--- src/rtl/shift_sequencer_pkg.sv ---
// Shared definitions for the register-specified shift sequencer:
// shift-type encodings, controller states and the shift-count clamp.
package shift_sequencer_pkg;

    localparam logic [1:0] SH_LSL = 2'b00;
    localparam logic [1:0] SH_LSR = 2'b01;
    localparam logic [1:0] SH_ASR = 2'b10;
    localparam logic [1:0] SH_ROR = 2'b11;

    // 33 single-bit steps are enough to reach the final value and carry
    // of any LSL/LSR/ASR amount from 33 up to 255.
    localparam logic [5:0] SH_CLAMP = 6'd33;

    typedef enum logic [1:0] {
        ST_IDLE  = 2'b00,
        ST_SHIFT = 2'b01,
        ST_DONE  = 2'b10
    } sh_state_t;

    // Number of single-bit steps for a given type and Rs[7:0].
    // ROR only ever needs the amount modulo 32.
    function automatic logic [5:0] sh_step_count(input logic [1:0] t,
                                                 input logic [7:0] amt);
        logic [5:0] n;
        if (t == SH_ROR) begin
            n = {1'b0, amt[4:0]};
        end else if (amt > {2'b00, SH_CLAMP}) begin
            n = SH_CLAMP;
        end else begin
            n = amt[5:0];
        end
        return n;
    endfunction

endpackage

--- src/rtl/shift_sequencer_step.sv ---
// Combinational single-bit shift step. Given the current work value,
// carry and shift type, produces the value and carry after one step.
module shift_step
    import shift_sequencer_pkg::*;
(
    input  logic [31:0] i_work,
    input  logic        i_carry,
    input  logic [1:0]  i_type,
    output logic [31:0] o_work,
    output logic        o_carry
);

    // One-bit shift/rotate; the outgoing bit becomes the new carry.
    always_comb begin
        o_work  = i_work;
        o_carry = i_carry;
        case (i_type)
            SH_LSL: begin
                o_carry = i_work[31];
                o_work  = {i_work[30:0], 1'b0};
            end
            SH_LSR: begin
                o_carry = i_work[0];
                o_work  = {1'b0, i_work[31:1]};
            end
            SH_ASR: begin
                o_carry = i_work[0];
                o_work  = {i_work[31], i_work[31:1]};
            end
            default: begin
                o_carry = i_work[0];
                o_work  = {i_work[0], i_work[31:1]};
            end
        endcase
    end

endmodule

--- src/rtl/shift_sequencer.sv ---
// Multi-cycle controller for register-specified shifts in EXE.
// Shifts one bit per cycle, stalling the pipeline until the result and
// shifter carry are presented together with a one-cycle done pulse.
module shift_sequencer
    import shift_sequencer_pkg::*;
(
    input  logic        clk,
    input  logic        rst,
    input  logic        start,
    input  logic [31:0] val_rm,
    input  logic [1:0]  shift_type,
    input  logic [7:0]  shift_amt,
    input  logic        carry_in,
    output logic [31:0] result,
    output logic        carry_out,
    output logic        busy,
    output logic        done,
    output logic        stall
);

    sh_state_t   r_state;
    sh_state_t   w_state_next;
    logic [5:0]  r_count;
    logic [31:0] r_work;
    logic        r_carry;
    logic [1:0]  r_type;

    logic [5:0]  w_load_count;
    logic        w_ror_wrap;
    logic        w_accept;
    logic [31:0] w_step_work;
    logic        w_step_carry;

    // A ROR by a non-zero multiple of 32 leaves the value intact but
    // still reports bit 31 as the carry, so it is loaded up front.
    assign w_ror_wrap   = (shift_type == SH_ROR) && (shift_amt != 8'd0)
                          && (shift_amt[4:0] == 5'd0);
    assign w_load_count = sh_step_count(shift_type, shift_amt);
    assign w_accept     = (r_state == ST_IDLE) && start;

    shift_step u_step (
        .i_work  (r_work),
        .i_carry (r_carry),
        .i_type  (r_type),
        .o_work  (w_step_work),
        .o_carry (w_step_carry)
    );

    // State register.
    always_ff @(posedge clk) begin
        if (rst) begin
            r_state <= ST_IDLE;
        end else begin
            r_state <= w_state_next;
        end
    end

    // Next-state logic and status outputs.
    always_comb begin
        w_state_next = r_state;
        busy         = 1'b0;
        done         = 1'b0;
        stall        = 1'b0;
        case (r_state)
            ST_IDLE: begin
                if (start) begin
                    stall        = 1'b1;
                    w_state_next = (w_load_count == 6'd0) ? ST_DONE : ST_SHIFT;
                end
            end
            ST_SHIFT: begin
                busy  = 1'b1;
                stall = 1'b1;
                if (r_count == 6'd1) begin
                    w_state_next = ST_DONE;
                end
            end
            ST_DONE: begin
                busy         = 1'b1;
                done         = 1'b1;
                w_state_next = ST_IDLE;
            end
            default: begin
                w_state_next = ST_IDLE;
            end
        endcase
    end

    // Work/carry registers and step counter: load on accept, step in SHIFT,
    // otherwise hold so the result stays visible until the next start.
    always_ff @(posedge clk) begin
        if (rst) begin
            r_work  <= 32'd0;
            r_carry <= 1'b0;
            r_count <= 6'd0;
            r_type  <= SH_LSL;
        end else if (w_accept) begin
            r_work  <= val_rm;
            r_type  <= shift_type;
            r_carry <= w_ror_wrap ? val_rm[31] : carry_in;
            r_count <= w_load_count;
        end else if (r_state == ST_SHIFT) begin
            r_work  <= w_step_work;
            r_carry <= w_step_carry;
            r_count <= r_count - 6'd1;
        end
    end

    assign result    = r_work;
    assign carry_out = r_carry;

endmodule

--- config.mk ---
export PLATFORM = sky130hd
export DESIGN_NAME = shift_sequencer
export DESIGN_NICKNAME = d
export VERILOG_FILES = /design/src/rtl/shift_sequencer_pkg.sv /design/src/rtl/shift_sequencer_step.sv /design/src/rtl/shift_sequencer.sv
export SDC_FILE = /design/constraint.sdc
export NUM_CORES = 1
export LEC_CHECK = 0
export ABC_CLOCK_PERIOD_IN_PS = 2400
export CAP_MARGIN = 20
export CORE_ASPECT_RATIO = 0.6
export CORE_MARGIN = 2
export CORE_UTILIZATION = 35
export DETAILED_ROUTE_END_ITERATION = 8
export MAX_ROUTING_LAYER = met4
export REMOVE_ABC_BUFFERS = 1
export SLEW_MARGIN = 15
export SYNTH_ARGS = -nofsm -noshare
export SYNTH_HDL_FRONTEND = slang
export SYNTH_SLANG_ARGS = --single-unit
--- constraint.sdc ---
create_clock -name clk -period 2.4 [get_ports clk]
set_clock_uncertainty 0.15 [all_clocks]
set_input_delay 0.48 -clock clk [delete_from_list [all_inputs] [get_ports clk]]
set_output_delay 0.48 -clock clk [all_outputs]
set_load 0.03 [all_outputs]
Yosys cells after proc, flatten, opt, wreduce, memory -nomap -nowiden
Cells that the tools add are included.

storage, ports and cells
  register bits = 43
  bits of input ports = 46
  output and inout port bits = 36

cells by class
  add/subtract/negate cells = 1
  order comparisons = 1
  equal/unequal tests = 9
  mux-type cells = 19
  reductions and logical operators = 12

operator list
  cell                 count
  $pmux 32 s3          1
  $mux 32              2
  $mux 6               4
  $gt 8x6->1 const B   1
  $reduce_bool 8->1    1
  $mux 1               7
  $eq 2x2->1 const B   3
  $eq 6x1->1 const B   1
  $logic_not 6->1      1
  $mux 2               3
  $ne 2x2->1 const B   3
  $sub 6x1->6 const B  1
  $logic_not 5->1      1
  $eq 2x1->1 const B   2
  $logic_not 2->1      2
  $pmux 2 s2           1
  $reduce_and 2->1     2
  $logic_and 1x1->1    3
  $pmux 1 s2           1
  $reduce_bool 2->1    1
  $reduce_or 2->1      1

Longest topological paths before layout
Gate-level depths: netlist of run 1.

  depth after elaboration = 7
  gate-level depth with buffers = 8
  depth with buffers taken out = 6

By module
From an unflattened synthesis of run 1, not the netlist that was laid out.

unflattened totals
  cell total of the unflattened synthesis = 264
  area, all modules = 2491.1 um^2

modules (own cells, without submodules)
  module           instances  cells each  area each (um^2)  sequential area each (um^2)
  shift_sequencer  1          226         2063.2            860.8
  shift_step       1          38          427.9             0.0

Least setup slack after synthesis of run 1
OpenSTA, ideal clock, no wires.

  path type = reg-to-output
  from = reg r_state[1]
  to = out stall
  arrival = 1258 ps
  required time = 1770 ps
  path slack = 512 ps
  stages on the path, launching flop included = 7
  path buffers = 2
  cell sequence = dfxtp_1 > inv_1 > ha_1 > clkbuf_1 > clkbuf_1 > inv_1 > nand2_1

between the ends
  longest elaborated chain between the ends = 2
  elaborated cells on any way between the ends = 3
  classes of those cells = eq/ne (1); mux (1); reduce/logical (1)

RTL lines
  element                                        RTL line               text
  start: declaration                             shift_sequencer.sv:21  sh_state_t r_state;
  start signal: assignment                       shift_sequencer.sv:54  r_state <= w_state_next;
  $eq 2x1->1 or $logic_not 2->1 (tied branches)  shift_sequencer.sv:64  case (r_state)
  $pmux 1 s2 (*)                                 shift_sequencer.sv:64
  end: declaration                               shift_sequencer.sv:18  output logic stall

Mark *: on every way between the ends. The rest lies on a longest branch, timed or not.

Worst setup path in the final report of run 1
  from = reg r_state[0]
  to = out busy

between the ends
  longest elaborated chain between the ends = 3
  elaborated cells on any way between the ends = 4
  classes of those cells = eq/ne (2); mux (1); reduce/logical (1)

RTL lines
  element                                   RTL line               text
  $eq 2x1->1 or $eq 2x2->1 (tied branches)  shift_sequencer.sv:64
  $reduce_or 2->1 (no source line) (*)      n/a
  $mux 1 (*)                                shift_sequencer.sv:64
  end: declaration                          shift_sequencer.sv:16  output logic busy,

Marks and branches as above.

==> flow_metrics.py, run 1 <==
metrics = {
    "run_status": {
        "status": "finished clean",
    },
    "clocking": {
        "cts_post_setup_buffers_inserted": 0,
        "tritoncts": "done",
        "cts_htree_levels": 2,
        "postCtsHoldBufs": 0,
        "maximum_root_to_sink_buffer_count": 2,
        "clkTransAtPathRegs_ns": 0.06,
        "cts-root-buf": "sky130_fd_sc_hd__clkbuf_16",
        "number_of_gates_resized_after_cts": 0,
        "cts_buffers": 5,
        "worst_skew_pair.late_latency_ns": 0.28,
        "cts.sink_count": 43,
    },
    "timing": {
        "final_period_minus_worst_setup_slack_ns": 2.30,
        "post-route-worst-setup-slack_ns": 0.0981,
        "setup-violations-final": 0,
        "report.final.slew_viol_count": 0,
        "timing_worst_slew_pin_value_ns": 0.772,
        "period_share_pct": 95.9,
        "timing_hold_violations_final": 0,
        "holdWs_ns": 0.378,
        "grt_setup_unrepaired": "false",
        "fin_setup_tns_ns": 0,
        "worst_slew_margin_rel_pct": 48.4,
        "fmax_ghz": 0.434,
    },
    "synthesis": {
        "ys_types": 40,
        "synthCells": 340,
        "yosys_warnings": 0,
        "post_synthesis_sequential_element_count": 43,
        "synth_area_sq_mm": 0.00256,
        "synth_area_per_cell_sq_um": 7.53,
        "sequential_area_share_after_synthesis_pct": 33.6,
    },
    "floorplanning": {
        "core_area_sq_mm": 0.00718,
        "dieWidth_microns": 114,
        "ioPinCount": 82,
        "initial_utilization_pct": 35.7,
        "floorplan.die_area_sq_mm": 0.00804,
        "fp-row-count": 24,
        "die_h_microns": 70.3,
    },
    "finish": {
        "area_of_the_multi_input_gates_sq_mm": 0.00155,
        "post_route_cell_area_sq_mm": 0.00362,
        "num_antenna_cells": 0,
        "sequential_cell_area_sq_um": 861,
        "final_cell_mix": "sky130_fd_sc_hd__clkdlybuf4s50_1, sky130_fd_sc_hd__nand2_1, sky130_fd_sc_hd__dfxtp_1",
        "layout-drive-gt1-share_pct": 6.13,
        "nNetsFinal": 458,
        "num-fill-cells": 719,
        "layout-area-overhead-vs-synth_pct": 41.5,
        "finalCoreUtilization_pct": 50.5,
        "count_of_non_filler_cells_in_the_finished_layout": 499,
        "layout_commonest_cell": "sky130_fd_sc_hd__clkdlybuf4s50_1",
    },
    "placed_design": {
        "numPlacedInstances": 491,
        "finalWeightedCongestion": 0.796,
        "port_buffers": 81,
        "detailed_place_hpwl_mm": 5.14,
        "dpl_cell_area_sq_mm": 0.00349,
        "preCtsSetupSlack_ns": 0.00986,
    },
    "grt": {
        "global_route.usage.total_pct": 18.9,
        "grt_overflow_total": 0,
        "first_global_vias": 2371,
        "grt_start_max_net_pins": 71,
        "antenna_violations_before_repair": 0,
        "grt_pass1_wl_mm": 11.8,
    },
    "power": {
        "peak_supply_drop_uv": 285,
        "leakage_nw": 1.35,
        "power-per-cell-area_mw_per_mm2": 667,
        "fin_total_pwr_mw": 2.42,
    },
    "setup_path": {
        "start_kind": "flop",
        "critPathRequiredTime_ns": 1.77,
        "kind_of_end_point_of_the_critical_path": "output pin",
        "critical_path.max_fanout": 4,
        "criticalPathCategory": "flop to output pin",
        "cp_data_arrival_time_ns": 1.67,
    },
    "route": {
        "postRouteWirelength_mm": 7.30,
        "post_drt_via_cell_ratio": 5.36,
        "routed_wire_length_per_instance_microns": 14.6,
        "drt_pre_antenna_iters": 5,
        "dr_total_vias": 2677,
        "first_iter_violations": 239,
        "antenna_left": 0,
        "drc": 0,
    },
    "hold_path": {
        "hold_path_class": "flop to flop",
    },
    "run": {
        "timing.max_cap.violations": 0,
    },
}
sequential cells by signal, indices dropped and copies added, names as in the netlist:
register and cells:
r_state 2, r_type 2, carry_out 1, r_count 6
result 32
area by class of cell:
cell class                      instances  share of cell area (%)
Multi-Input combinational cell        257                    42.9
Clock buffer                            7                    3.66
Tap cell                               91                    3.14
Inverter                                8                   0.828
Clock inverter                          1                   0.138
Sequential cell                        43                    23.7
Timing Repair Buffer                   92                    25.6
worst paths after layout:
| check | startpoint | cells past startpoint | endpoint | slack, ns |
|---|---|---|---|---|
| min reg2reg | r_state[0] | 2 | r_state[0] | 0.38 |
| max | r_state[0] | 3 | busy | 0.1 |
| min | r_state[0] | 2 | r_state[0] | 0.38 |
| max reg2reg | r_state[0] | 7 | result[4] | 0.48 |
per-layer routing:
layer | GRT usage, % | part of all wire, %
met5 | - | 0
met4 | 3.25 | 0.47
met3 | 3.99 | 6.5
met2 | 26.4 | 41
met1 | 28.1 | 52
synthesized netlist by cell type (all sizes together):
master   count  area (sq um)
nor2        39           146
inv          8          30.0
a221oi       1          8.76
or4          1          11.3
buf          2          8.75
o221ai       1          8.76
a311o       30           300
clkbuf      30           113
and2         2          12.5
xor2         3          26.3
a2bb2oi      1          8.76
nor2b        1          6.26
nor3         3          20.0
mux2i        1          10.0
nand3        1          5.00
a311oi       1          26.3
nand2       72           270
nor4bb       1          10.0
dfxtp       43           861
or3b         2          17.5
nor4         1          12.5
xnor2        2          17.5
a21oi        6          33.8
a211oi       2          15.0
o21ai       35           175
nand2b       1          6.26
o2111ai      1          8.76
nor4b        1          8.76
a22oi        3          22.5
ha           5          62.6
a31oi        3          18.8
nand3b      32           240
and3b        1          8.76
a221o        1          10.0
nand4        2          12.5
a21o         1          7.51
worst max-delay path: stages (launching register included):
cell and delay (ns):
sky130_fd_sc_hd__dfxtp_1 0.39, sky130_fd_sc_hd__inv_1 0.08, sky130_fd_sc_hd__ha_1 0.28, sky130_fd_sc_hd__clkdlybuf4s50_1 0.66
cell families (layout without fill, tap and decap cells):
kind of cell    after synthesis  after routing  share of synthesized area [%]
simple gates                160            160                           30.8
compound gates               86             86                           25.2
flops                        43             43                           33.6
buf+inv                      40            108                           5.91
fa+ha+maj                     5              5                           2.44
xor+xnor                      5              5                           1.71
mux                           1              1                          0.391
power by group:
| group | total (mW) | internal [mW] | switching [mW] |
|---|---|---|---|
| clock network | 0.645 | 0.385 | 0.261 |
| logic | 0.859 | 0.386 | 0.473 |
| registers | 0.915 | 0.806 | 0.109 |
| total | 2.42 | 1.58 | 0.843 |
No activity file was read; power rests on OpenSTA's default activity.
==> run 2: changes to the inputs <==
--- a/config.mk
+++ b/config.mk
@@ -5,13 +5,15 @@
 export SDC_FILE = /design/constraint.sdc
 export NUM_CORES = 1
 export LEC_CHECK = 0
+export ABC_AREA = 1
 export ABC_CLOCK_PERIOD_IN_PS = 2400
 export CAP_MARGIN = 20
 export CORE_ASPECT_RATIO = 0.6
 export CORE_MARGIN = 2
-export CORE_UTILIZATION = 35
+export CORE_UTILIZATION = 31
 export DETAILED_ROUTE_END_ITERATION = 8
 export MAX_ROUTING_LAYER = met4
+export RECOVER_POWER = 50
 export REMOVE_ABC_BUFFERS = 1
 export SLEW_MARGIN = 15
 export SYNTH_ARGS = -nofsm -noshare
==> flow_metrics.py, run 2 <==
metrics = {
    "run_status": {
        "status": "finished clean",
    },
    "clocking": {
        "number_of_gates_resized_after_cts": 0,
        "cts_post_setup_buffers_inserted": 0,
        "cts_buffers": 5,
        "tritoncts": "done",
        "cts_htree_levels": 2,
        "cts.sink_count": 43,
        "worst_skew_pair.late_latency_ns": 0.28,
        "maximum_root_to_sink_buffer_count": 2,
        "cts-root-buf": "sky130_fd_sc_hd__clkbuf_16",
        "postCtsHoldBufs": 0,
        "clkTransAtPathRegs_ns": 0.06,
    },
    "route": {
        "first_iter_violations": 270,
        "post_drt_via_cell_ratio": 5.01,
        "routed_wire_length_per_instance_microns": 14.7,
        "dr_total_vias": 2631,
        "drc": 0,
        "antenna_left": 0,
        "drt_pre_antenna_iters": 4,
        "postRouteWirelength_mm": 7.74,
    },
    "synthesis": {
        "synthCells": 343,
        "async_reset_ff_share_pct": 0,
        "yosys_warnings": 0,
        "post_synth_most_frequent_cells": "sky130_fd_sc_hd__nand2_1, sky130_fd_sc_hd__dfxtp_1, sky130_fd_sc_hd__o21ai_0, sky130_fd_sc_hd__a31oi_1, sky130_fd_sc_hd__o211ai_1",
        "area_contributors_post_synth": "sky130_fd_sc_hd__dfxtp_1, sky130_fd_sc_hd__nand2_1, sky130_fd_sc_hd__o211ai_1",
        "synth_area_sq_mm": 0.00249,
        "synth.most_common_cell": "sky130_fd_sc_hd__nand2_1",
        "ys_types": 29,
        "synth_top_cell_by_area": "sky130_fd_sc_hd__dfxtp_1",
        "post_synthesis_sequential_element_count": 43,
        "synth_area_per_cell_sq_um": 7.27,
        "synth-edff-count": 0,
        "sequential_area_share_after_synthesis_pct": 34.5,
        "ys.flop_type": "sky130_fd_sc_hd__dfxtp_1",
        "yosysTopAreaCellShare_pct": 34.5,
    },
    "setup_path": {
        "worstRegToRegCells": 7,
        "timing.reg2reg.setup_slack_ns": 0.28,
        "critPathRequiredTime_ns": 1.77,
        "criticalPathCategory": "flop to output pin",
        "cp_data_arrival_time_ns": 1.65,
        "kind_of_end_point_of_the_critical_path": "output pin",
        "start_kind": "flop",
        "critical_path.max_fanout": 3,
    },
    "finish": {
        "final_cell_mix": "sky130_fd_sc_hd__clkdlybuf4s50_1, sky130_fd_sc_hd__nand2_1, sky130_fd_sc_hd__dfxtp_1",
        "count_of_non_filler_cells_in_the_finished_layout": 525,
        "finalCoreUtilization_pct": 44.9,
        "layout-drive-gt1-share_pct": 7.43,
        "num_antenna_cells": 0,
        "nNetsFinal": 467,
        "layout_commonest_cell": "sky130_fd_sc_hd__clkdlybuf4s50_1",
        "largest_reg_flops": 32,
        "layout-area-overhead-vs-synth_pct": 41.3,
    },
    "timing": {
        "final_period_minus_worst_setup_slack_ns": 2.28,
        "setup-violations-final": 0,
        "report.final.slew_viol_count": 0,
        "fin_setup_tns_ns": 0,
        "timing_worst_slew_pin_value_ns": 0.782,
        "timing_hold_violations_final": 0,
        "holdWs_ns": 0.345,
        "worst_slew_margin_rel_pct": 47.8,
        "grt_setup_unrepaired": "false",
        "fmax_ghz": 0.438,
        "period_share_pct": 95.0,
    },
    "grt": {
        "grt_overflow_total": 0,
        "grt_pass1_wl_mm": 12.6,
        "grt_start_max_net_pins": 47,
        "first_global_vias": 2475,
        "antenna_violations_before_repair": 0,
        "grt_use_met1_pct": 27.4,
        "globalRouteMet3Util_pct": 3.65,
        "grt_met2_use_pct": 25.8,
        "top_usage_layer": "met1",
        "global_route.usage.total_pct": 18.4,
    },
    "placed_design": {
        "numPlacedInstances": 517,
        "port_buffers": 81,
        "detailed_place_hpwl_mm": 5.55,
        "finalWeightedCongestion": 0.822,
    },
    "floorplanning": {
        "initial_utilization_pct": 31.8,
        "ioPinCount": 82,
        "die_h_microns": 73.5,
        "core_area_sq_mm": 0.00785,
        "floorplan.die_area_sq_mm": 0.00881,
        "fp-row-count": 25,
        "dieWidth_microns": 120,
    },
    "power": {
        "leakage_nw": 1.32,
        "power-per-cell-area_mw_per_mm2": 910,
        "fin_total_pwr_mw": 3.21,
        "peak_supply_drop_uv": 367,
    },
    "run": {
        "timing.max_cap.violations": 0,
    },
    "hold_path": {
        "min_delay_path_depth": 2,
        "hold_path_class": "flop to flop",
    },
}
## run 2: changes by cell type after synthesis, sizes merged, moves of 12 or more
cell and delta:
nand3b -32, o211ai +32, a311o -30, clkbuf -28, a31oi +27, or2 +23, buf +21, nor2 -15
nand3 +13, inv +12
## run 2: layout make-up
class	count	area, sq um
clock buffers	6	129
clock inverters	2	60.1
fillers	799	4330
inverters	20	77.6
multi-input cells	255	1390
flip-flops and latches	43	861
well taps	108	135
repair buffers	91	873
## run 2: final timing paths
check / start / to
setup reg to reg: r_state[0] / result[5]
hold reg to reg: r_state[0] / r_state[0]
setup / recovery: r_state[0] / busy
hold / removal: r_state[0] / r_state[0]
## run 2: worst max-delay path, cell delays in order (launching register included)
cell and delay, ns:
sky130_fd_sc_hd__dfxtp_1 0.35, sky130_fd_sc_hd__inv_1 0.08, sky130_fd_sc_hd__ha_1 0.27, sky130_fd_sc_hd__clkdlybuf4s50_1 0.67
## run 2: layer usage
layer,vias to the layer above,share of wire (%)
met1,1213,54
li1,1339,-
met2,75,40
met5,-,0
met3,4,5.3
met4,0,0.49
## run 2: report_power, final
| part | switching (mW) | internal [mW] |
|---|---|---|
| logic | 0.783 | 0.543 |
| registers | 0.150 | 0.858 |
| clock network | 0.278 | 0.597 |
| total | 1.21 | 2.00 |
## run 2: kinds of logic after synthesis
logic type | synth area share (%)
buffers and inverters | 9.73
DFF | 34.5
AOI/OAI and AO/OA | 28.4
and+or+nand+nor | 24.5
xor gates and xnor gates | 0.351
adders and majority gates | 2.51
## run 2: stage by stage
step	instance area [sq um]	setup WS, ns
final	3520	0.119
after global routing	3520	0.0520
after CTS	3550	0.111
after detailed placement	3360	0.376
after global placement	3360	0.382
after floorplan	2330	-0.124
